==> src/rtl/analyzer_pkg.sv <==
// Shared types and constants for the FFT-to-Analyzer frame scheduler.
// Bin geometry is fixed by the 16-bin peak Analyzer.
package analyzer_pkg;

    localparam int DW           = 32;
    localparam int NBIN         = 16;
    localparam int FREQ_W       = 4;
    localparam int SEQ_W        = 8;
    localparam int ANALYZER_LAT = 4;

    typedef enum logic [1:0] {
        IDLE,
        ISSUE,
        WAIT
    } state_t;

endpackage

==> src/rtl/analyzer_frame_sched_frame_fifo.sv <==
// Register FIFO holding whole frames plus their sequence tags.
// Head entry is always visible; push and pop are pre-qualified by the caller.
module frame_fifo #(
    parameter int W     = 8,
    parameter int DEPTH = 2,
    parameter int AW    = $clog2(DEPTH),
    parameter int CW    = $clog2(DEPTH + 1)
) (
    input  logic          clk,
    input  logic          rst,
    input  logic          push,
    input  logic          pop,
    input  logic [W-1:0]  din,
    output logic [W-1:0]  head,
    output logic [CW-1:0] count,
    output logic          full,
    output logic          empty
);

    logic [W-1:0]  mem [DEPTH];
    logic [AW-1:0] wptr;
    logic [AW-1:0] rptr;

    assign head  = mem[rptr];
    assign full  = (count == CW'(DEPTH));
    assign empty = (count == '0);

    // Storage needs no reset; validity is tracked by count.
    always_ff @(posedge clk) begin
        if (push) begin
            mem[wptr] <= din;
        end
    end

    always_ff @(posedge clk or posedge rst) begin
        if (rst) begin
            wptr  <= '0;
            rptr  <= '0;
            count <= '0;
        end else begin
            if (push) begin
                wptr <= wptr + AW'(1);
            end
            if (pop) begin
                rptr <= rptr + AW'(1);
            end
            unique case ({push, pop})
                2'b10:   count <= count + CW'(1);
                2'b01:   count <= count - CW'(1);
                default: count <= count;
            endcase
        end
    end

endmodule

==> src/rtl/analyzer_frame_sched.sv <==
// Buffers FFT frames, issues them one at a time to the peak Analyzer,
// and returns the winning bin with the frame's sequence tag.
module analyzer_frame_sched
    import analyzer_pkg::*;
#(
    parameter int DW      = 32,
    parameter int NBIN    = 16,
    parameter int DEPTH   = 2,
    parameter int TIMEOUT = 15
) (
    input  logic                 clk,
    input  logic                 rst,
    input  logic                 in_valid,
    output logic                 in_ready,
    input  logic [NBIN*DW-1:0]   in_frame,
    output logic                 az_valid,
    output logic [NBIN*DW-1:0]   az_d,
    input  logic                 az_done,
    input  logic [FREQ_W-1:0]    az_freq,
    output logic                 out_valid,
    input  logic                 out_ready,
    output logic [FREQ_W-1:0]    out_freq,
    output logic [SEQ_W-1:0]     out_seq,
    output logic                 err_timeout,
    output logic                 busy
);

    localparam int FW = NBIN * DW;
    localparam int EW = FW + SEQ_W;
    localparam int CW = $clog2(DEPTH + 1);
    localparam logic [3:0] TO = 4'(TIMEOUT);

    state_t           state;
    state_t           state_nxt;
    logic [3:0]       wait_cnt;
    logic [3:0]       wait_nxt;
    logic [SEQ_W-1:0] seq;
    logic             push;
    logic             pop;
    logic             load;
    logic             abort;
    logic [EW-1:0]    head;
    logic [SEQ_W-1:0] head_seq;
    logic [CW-1:0]    count;
    logic             full;
    logic             empty;

    assign in_ready = (count < CW'(DEPTH));
    assign push     = in_valid && !full;
    assign az_d     = head[EW-1:SEQ_W];
    assign head_seq = head[SEQ_W-1:0];
    assign busy     = (state != IDLE) || !empty;

    frame_fifo #(
        .W     (EW),
        .DEPTH (DEPTH)
    ) u_fifo (
        .clk   (clk),
        .rst   (rst),
        .push  (push),
        .pop   (pop),
        .din   ({in_frame, seq}),
        .head  (head),
        .count (count),
        .full  (full),
        .empty (empty)
    );

    always_comb begin
        state_nxt = state;
        wait_nxt  = wait_cnt;
        pop       = 1'b0;
        load      = 1'b0;
        abort     = 1'b0;
        unique case (state)
            IDLE: begin
                // Only issue when the result slot is free or draining now.
                if (!empty && (!out_valid || out_ready)) begin
                    state_nxt = ISSUE;
                end
            end
            ISSUE: begin
                state_nxt = WAIT;
                wait_nxt  = '0;
            end
            WAIT: begin
                wait_nxt = wait_cnt + 4'd1;
                if (az_done) begin
                    load      = 1'b1;
                    pop       = 1'b1;
                    state_nxt = IDLE;
                end else if (wait_nxt == TO) begin
                    abort     = 1'b1;
                    pop       = 1'b1;
                    state_nxt = IDLE;
                end
            end
            default: state_nxt = IDLE;
        endcase
    end

    always_ff @(posedge clk or posedge rst) begin
        if (rst) begin
            state       <= IDLE;
            wait_cnt    <= '0;
            seq         <= '0;
            az_valid    <= 1'b0;
            out_valid   <= 1'b0;
            out_freq    <= '0;
            out_seq     <= '0;
            err_timeout <= 1'b0;
        end else begin
            state    <= state_nxt;
            wait_cnt <= wait_nxt;
            az_valid <= (state_nxt == ISSUE);
            if (push) begin
                seq <= seq + SEQ_W'(1);
            end
            if (load) begin
                out_valid <= 1'b1;
                out_freq  <= az_freq;
                out_seq   <= head_seq;
            end else if (out_ready) begin
                out_valid <= 1'b0;
            end
            if (abort) begin
                err_timeout <= 1'b1;
            end
        end
    end

endmodule

==> config.mk <==
export PLATFORM = sky130hd
export DESIGN_NAME = analyzer_frame_sched
export DESIGN_NICKNAME = d
export VERILOG_FILES = /design/src/rtl/analyzer_pkg.sv /design/src/rtl/analyzer_frame_sched_frame_fifo.sv /design/src/rtl/analyzer_frame_sched.sv
export SDC_FILE = /design/constraint.sdc
export NUM_CORES = 1
export LEC_CHECK = 0
export CAP_MARGIN = 20
export CORE_AREA = 3 3 412 414
export CTS_BUF_LIST = sky130_fd_sc_hd__clkbuf_4
export DETAILED_ROUTE_END_ITERATION = 10
export DIE_AREA = 0 0 415 417
export HOLD_SLACK_MARGIN = 0.15
export SYNTH_ARGS = -nofsm -noshare
export SYNTH_HDL_FRONTEND = slang
export SYNTH_HIERARCHICAL = 1
export SYNTH_SLANG_ARGS = --single-unit
==> constraint.sdc <==
create_clock -name clk -period 36.5 [get_ports clk]
set_clock_uncertainty 0.1 [all_clocks]
set_input_delay 3.65 -clock clk [delete_from_list [all_inputs] [get_ports clk]]
set_output_delay 3.65 -clock clk [all_outputs]
set_load 0.1 [all_outputs]
* Yosys cells after proc, flatten, opt, wreduce, memory -nomap -nowiden
Memory sizes are Yosys's and may differ from the RTL's.
Cells that the tools add are included.
** Storage, ports and cells
- Register bits after elaboration :: 33
- RAM bits :: 1040
- Input bits :: 521
- Output and inout bits :: 529
- Word-level logic and storage cells :: 56
- Memories :: 1
** Cells by class
- Add/sub/neg operators :: 6
- $lt $le $gt $ge :: 1
- Eq/ne operators :: 7
- Muxes and demuxes :: 17
- Reductions and logical operators :: 13
** Memories
- u_fifo.mem :: words 2, bits a word 520, read ports 1, clocked after Yosys merged registers in 0, write ports 1, RTL line analyzer_frame_sched_frame_fifo.sv:20 : logic [W-1:0] mem [DEPTH];
** Operator list (count)
- two-way mux 1 bit :: 11
- adder 8 x 1 -> 8 bit (second input constant) :: 1
- one-hot mux 4 bit (2 select lines) :: 1
- nonzero test 2 bit :: 4
- equality test 2 x 1 -> 1 bit (second input constant) :: 3
- equality test 2 bit (second input constant) :: 3
- two-way mux 2 bit :: 3
- one-hot mux 2 bit (3 select lines) :: 1
- adder 4 x 1 -> 4 bit (second input constant) :: 1
- equality test 4 bit (second input constant) :: 1
- zero test 2 bit :: 2
- one-hot mux 2 bit (2 select lines) :: 1
- zero test 1 bit :: 3
- adder 1 bit (second input constant) :: 2
- adder 2 x 1 -> 2 bit (second input constant) :: 1
- logical AND 1 bit :: 2
- logical OR 1 bit :: 2
- < comparator 2 bit (second input constant) :: 1
- subtractor 2 x 1 -> 2 bit (second input constant) :: 1

* Longest topological paths before layout
Gate-level depths: netlist of the first run.
- Word-level depth :: 7
- Gate-level depth with buffers :: 9
- Depth with buffers taken out :: 9

* Modules after synthesis
Netlist of the first run, hierarchy kept.
** Modules (own cells, without submodules)
- frame_fifo :: instances 1, cells an instance 1635, area each 37927.6 µm², seq. area each 31330.0 µm²
- analyzer_frame_sched :: instances 1, cells an instance 104, area each 1296.2 µm², seq. area each 725.7 µm²

* Worst setup path before layout of the first run
Ideal clock, no wire load.
- Path type :: input -> register
- Start :: input in_valid
- End :: memory u_fifo/mem[0][0] (netlist name) (enable)
- Library setup time :: 1.417 ns
- Data arrival time :: 25.573 ns
- Required time :: 34.983 ns
- Path slack :: 9.410 ns
- Cell stages on the path :: 4
- Buffers on the path :: 1
- Cell sequence :: nor2b_1 buf_2 inv_1 nor2_1
** Between the ends
- Cells in the longest elaborated chain, start to end :: 3
** RTL lines
- from (decl) :: RTL line analyzer_frame_sched.sv:13 : input logic in_valid,
- logical AND 1 bit :: RTL line analyzer_frame_sched.sv:49 : assign push = in_valid && !full;
- via push :: RTL line analyzer_frame_sched.sv:38 : logic push;
- two-way mux 1 bit :: RTL line analyzer_frame_sched_frame_fifo.sv:30 : if (push) begin
- two-way mux 1 bit (not written as such) :: RTL line analyzer_frame_sched_frame_fifo.sv:31 : mem[wptr] <= din;
- to (decl) :: RTL line analyzer_frame_sched_frame_fifo.sv:20
The timed path passes the listed nets, and every way through them passes these cells.

* Final worst setup path of the first run
- Start :: register u_fifo.rptr
- End :: output az_d[280]
** Between the ends
- Cells in the longest elaborated chain, start to end :: 1
** RTL lines
- from (decl) :: RTL line analyzer_frame_sched_frame_fifo.sv:22 : logic [AW-1:0] rptr;
- from (signal assigned) :: RTL line analyzer_frame_sched_frame_fifo.sv:45 : rptr <= rptr + AW'(1);
- memory (2 x 520 bit)
- to (decl) :: RTL line analyzer_frame_sched.sv:17 : output logic [NBIN*DW-1:0] az_d,
Every way passes these cells.

==> results_dict.tcl, run 1 <==
set metrics [dict create \
    post-place-ws_ps 27620 \
    reg2reg_to "u_fifo/mem[0][456]" \
    synth_cell_types 34 \
    finalSetupViolCount 0 \
    clock_latency_ps 1320 \
    rows 150 \
    max-cap-violations 0 \
    multiInputGateArea_mm2 0.006472 \
    post_cts_buffers 0 \
    drt_iter0_drc 1325 \
    status "complete, no violations" \
    syn_nets 2267 \
    ctsResizeCount 0 \
    routed_wl_um 128700 \
    path_class "register to output port" \
    hold_viol_final 0 \
    netlist_area_mm2 0.03922 \
    cts_sinks 1073 \
    core_mm2 0.1667 \
    cp-start-kind "register" \
    area_growth_pct 42.45 \
    fin_crit_ps 9256 \
    rr_startpoint "u_fifo/count[1]" \
    synth_edf_count 1040 \
    fmax_ghz 0.1080 \
    slew_viol_final 0 \
    fp.dieW_um 415 \
    port_buffers 1049 \
    hold_start "err_timeout" \
    clk_pin_slew_ps 60 \
    cts_tree "done" \
    cts.path.max_buffers 4 \
    first_global_vias 23287 \
    hold_buffers 0 \
    fill_cells 16155 \
    ys_warn_count 6 \
    gr-usage-all-layers_pct 14.31 \
    fp.dieArea_mm2 0.1731 \
    grt_first_pass_wirelength_um 174100 \
    drive_gt1_share_pct 32.18 \
    worst_slew_pin_slew_ps 1176 \
    die_h_um 417 \
    routed_via_density 4.032 \
    clockRootBuffer "clkbuf_4" \
    required_ps 32750 \
    finalNetCount 3590 \
    routedWlPerCell_um 23.45 \
    finalCritPeriodShare_pct 25.36 \
    gp_congestion 0.8550 \
    synth_area_leader_cell "edfxtp_1" \
    synth_most_common_cell "edfxtp_1" \
    grt_max_degree 154 \
    syn_inst 1739 \
    end_kind "output port" \
    rsz0062_at_grt "false" \
    fin_ws_ps 27240 \
    synth_area_leaders "edfxtp_1 (80%), mux2_2 (15%), dfrtp_1 (2.1%)" \
    register_area_mm2 0.03206 \
    fin_tns_setup_ps 0 \
    drtPass1Iterations 6 \
    initial_core_util_pct 23.54 \
    grt_antenna_before_repair 50 \
    async_flop_share_pct 3.075 \
    pin_count 1050 \
    overflow 0 \
    yosys_most_used_dff "edfxtp_1" \
    ys_seq_area_share_pct 81.73 \
    r2r_slack_ps 31160 \
    worst_ep_arrival_time_ps 5510 \
    ys_ff_latch 1073 \
    min_path_type "register to register" \
    htree_levels 5 \
    ant_nets 0 \
    crit_path_max_fanout 143 \
    drc 0 \
    r2r_cells 7 \
    vias 22126 \
    min_delay_path_depth 1 \
    synth_common_cells "edfxtp_1 (1040), mux2_2 (533), buf_6 (47)" \
    syn_area_per_cell_um2 22.56 \
    synth_top_area_share_pct 79.62 \
    hold_end "err_timeout" \
    maxSlewHeadroom_pct 21.36 \
    post-dp-hpwl_um 92950 \
    numCtsBuffers 311 \
]
[cell type report]
type                    instances  share of cell area (%)
inverters                      11                 0.07390
diodes                         33                  0.1478
well taps                    2204                   4.935
multi-input cells             595                   11.58
repair buffers               1070                   19.26
flip-flops and latches       1073                   57.38
clock inverters                48                  0.5307
clock buffers                 453                   6.087
[worst max-delay path by stage]
stage                     start            endpoint  slack, ps
global route        u_fifo/rptr           az_d[221]      26890
global placement       in_valid  u_fifo/mem[0][108]      27620
finish              u_fifo/rptr           az_d[280]      27240
detailed placement     in_valid  u_fifo/mem[0][118]      27620
CTS                 u_fifo/rptr           az_d[280]      27010
floorplan              in_valid    u_fifo/mem[0][0]       9410
[state kept, by name, summed over array words and instances (netlist names)]
register and count:
az_valid 1, err_timeout 1, out_freq 4, out_seq 8, out_valid 1, seq 8, state 2, u_fifo/count 2
u_fifo/mem 1040, u_fifo/rptr 1, u_fifo/wptr 1, wait_cnt 4
[metal layers]
layer / vias to the layer above / share of wire (%) / track usage (%)
met4: 42 / 2.4 / 4.724
li1: 9808 / - / -
met2: 839 / 52 / 24.76
met3: 242 / 8.3 / 6.322
met1: 11195 / 37 / 15.63
met5: - / 0.21 / 0
[cell families after synthesis]
kind of cell    after synthesis  share of synthesized area, %
flops                      1073                         81.73
mux                         534                         15.33
buf+inv                      71                         1.799
simple gates                 31                        0.4211
xor+xnor                     12                        0.2679
compound gates               11                        0.2361
fa+ha+maj                     7                        0.2233
[cell usage in the layout (no fill, tap or decap), types with 3 or more instances in the layout]
master,count
diode_2,33
clkinv_2,5
nor2_1,3
clkinv_1,34
inv_1,11
dfrtp_1,32
nand2_1,11
buf_4,28
xnor2_1,6
bufinv_16,4
xor2_1,6
mux2_2,533
clkbuf_4,453
ha_1,7
clkdlybuf4s50_1,1032
inv_2,4
nor2b_1,3
buf_12,7
buf_16,3
edfxtp_1,1040
[metrics by stage]
stage	util, %	cell area, um^2	instances	hold slack, ps
floorplan	-	39220	1739	355.5
global placement	31.18	51970	4948	349.7
detailed placement	31.26	52090	4953	355.2
CTS	33.48	55790	5454	372.5
global route	33.50	55830	5469	394.8
finish	33.53	55870	5487	372.2
[critical path, cell delays in order, from the launching register on]
cell             delay (ps)
dfrtp_4                 840
buf_4                   860
buf_12                  550
mux2_2                  310
clkdlybuf4s50_1        1210
Power of run 1 is left out: the tool's default activity adds up to more than one toggle a clock period on the data nets, which glitch-free logic cannot reach.
==> inputs of run 2 (changes only) <==
--- a/config.mk
+++ b/config.mk
@@ -6,10 +6,10 @@
 export NUM_CORES = 1
 export LEC_CHECK = 0
 export CAP_MARGIN = 20
-export CORE_AREA = 3 3 412 414
+export CORE_AREA = 3 3 413 415
 export CTS_BUF_LIST = sky130_fd_sc_hd__clkbuf_4
 export DETAILED_ROUTE_END_ITERATION = 10
-export DIE_AREA = 0 0 415 417
+export DIE_AREA = 0 0 416 418
 export HOLD_SLACK_MARGIN = 0.15
 export SYNTH_ARGS = -nofsm -noshare
 export SYNTH_HDL_FRONTEND = slang
==> constraint.sdc (replaced) <==
create_clock -name clk -period 7.47 [get_ports clk]
set_clock_uncertainty 0.1 [all_clocks]
set_input_delay 0.747 -clock clk [delete_from_list [all_inputs] [get_ports clk]]
set_output_delay 0.747 -clock clk [all_outputs]
set_load 0.1 [all_outputs]
==> run 2 against run 1 <==
Effect of this change:
- core utilization up 3.1 points
- via count up 9.9%
- register-to-register slack worse by 27000 ps
- largest cell class unchanged
==> results_dict.tcl, run 2 (synthesis results as in run 1) <==
set metrics [dict create \
    worst_slew_pin_slew_ps 1166 \
    finalSetupViolCount 0 \
    initial_core_util_pct 23.48 \
    fp.dieW_um 416 \
    routed_wl_um 131400 \
    ant_nets 0 \
    rsz0062_at_grt "false" \
    cts_tree "done" \
    maxSlewHeadroom_pct 22.03 \
    hold_end "err_timeout" \
    busiest_layer "met2" \
    clk_pin_slew_ps 70 \
    post-dp-hpwl_um 93560 \
    rr_startpoint "u_fifo/count[1]" \
    register_area_mm2 0.03206 \
    post-route-util_pct 36.67 \
    first_global_vias 26026 \
    status "complete, no violations" \
    path_cells "buf_12 > mux2_2 > clkdlybuf4s50_1" \
    routed_via_density 4.032 \
    port_buffers 1049 \
    min_delay_path_depth 1 \
    largest_reg_flops 1040 \
    drtPass1Iterations 7 \
    cts.path.max_buffers 4 \
    multiInputGateArea_mm2 0.006472 \
    use_met3_pct 4.983 \
    r2r_slack_ps 3920 \
    drc 0 \
    cp-startpoint "u_fifo/rptr" \
    required_ps 6620 \
    drt_iter0_drc 1804 \
    layout_common_cells "edfxtp_1 (1040), clkdlybuf4s50_1 (1032), mux2_2 (533)" \
    fp.dieArea_mm2 0.1739 \
    cts_sinks 1073 \
    fmax_ghz 0.1851 \
    gr-usage-all-layers_pct 14.58 \
    end_kind "output port" \
    finalCritPeriodShare_pct 72.33 \
    hold_viol_final 0 \
    rows 150 \
    fin_ws_ps 2067 \
    core_mm2 0.1670 \
    crit_path_max_fanout 133 \
    finalNetCount 4123 \
    htree_levels 5 \
    drive_gt1_share_pct 27.92 \
    gr-usage-met2_pct 24.61 \
    hold_start "err_timeout" \
    worst_path_max_delay_cell "clkdlybuf4s50_1" \
    max-cap-violations 0 \
    post_cts_buffers 0 \
    holdWs_ps 368.8 \
    reg.largest.list "u_fifo/mem: 1040 flops, out_seq: 8 flops, seq: 8 flops" \
    vias 24311 \
    clockRootBuffer "clkbuf_4" \
    fill_cells 15727 \
    pin_count 1050 \
    grt_first_pass_wirelength_um 181800 \
    slew_viol_final 0 \
    use_met1_pct 16.04 \
    cpPeakStageDelay_ps 1130 \
    grt_max_degree 139 \
    grt_antenna_before_repair 46 \
    routedWlPerCell_um 21.80 \
    post-place-ws_ps 3140 \
    path_class "register to output port" \
    min_path_type "register to register" \
    fin_crit_ps 5403 \
    worst_ep_arrival_time_ps 4560 \
    numCtsBuffers 311 \
    reg2reg_to "u_fifo/mem[0][11]" \
    clock_latency_ps 1240 \
    cp-start-kind "register" \
    die_h_um 418 \
    overflow 0 \
    gp_congestion 0.9026 \
    area_growth_pct 56.16 \
    top_register "u_fifo/mem" \
    r2r_cells 6 \
    final_common_cell "edfxtp_1" \
]
==> run 2: how the worst max path moves through the flow <==
stage | endpoint | slack (ps)
after floorplan | u_fifo/mem[0][0] | -1790
after global placement | u_fifo/mem[0][32] | 3210
after detailed placement | u_fifo/mem[0][32] | 3140
after CTS | az_d[269] | 1800
after global routing | az_d[258] | 1740
final | az_d[462] | 2070
==> run 2: cell type report <==
type	count	area share (%)
timing repair buffer	1603	26.24
inverter	11	0.06741
clock inverter	63	0.6884
multi-input combinational	595	10.57
antenna	36	0.1471
sequential	1073	52.34
clock buffer	445	5.454
tap	2204	4.502
==> run 2: per-stage QoR <==
stage | instance area (um^2) | std cells | TNS (ps)
4_1_cts | 61160 | 5994 | 0
5_1_grt | 61230 | 6022 | 0
6_report | 61250 | 6030 | 0
3_5_place_dp | 52190 | 4965 | 0
3_3_place_gp | 52190 | 4965 | 0
2_1_floorplan | 39240 | 1739 | -1170030
==> run 2: what timing repair did <==
item	4_1_cts	5_1_grt
hold buffers	521	0
gates resized for setup	0	0
endpoints found under the hold margin	1071	0
==> run 2: critical path, delay by kind of cell, from the launching register on <==
kind                   cells  cell delay, ps
buffers and inverters      2            1620
muxes                      1             330
DFF                        1             950
==> run 2: per-layer routing <==
layer | wire length [um] | vias to the layer above
met2 | 65960 | 1031
li1 | - | 10875
met3 | 9414 | 339
met1 | 49000 | 12054
met5 | 97 | -
met4 | 6970 | 12
Power of run 2 is left out for the same reason.
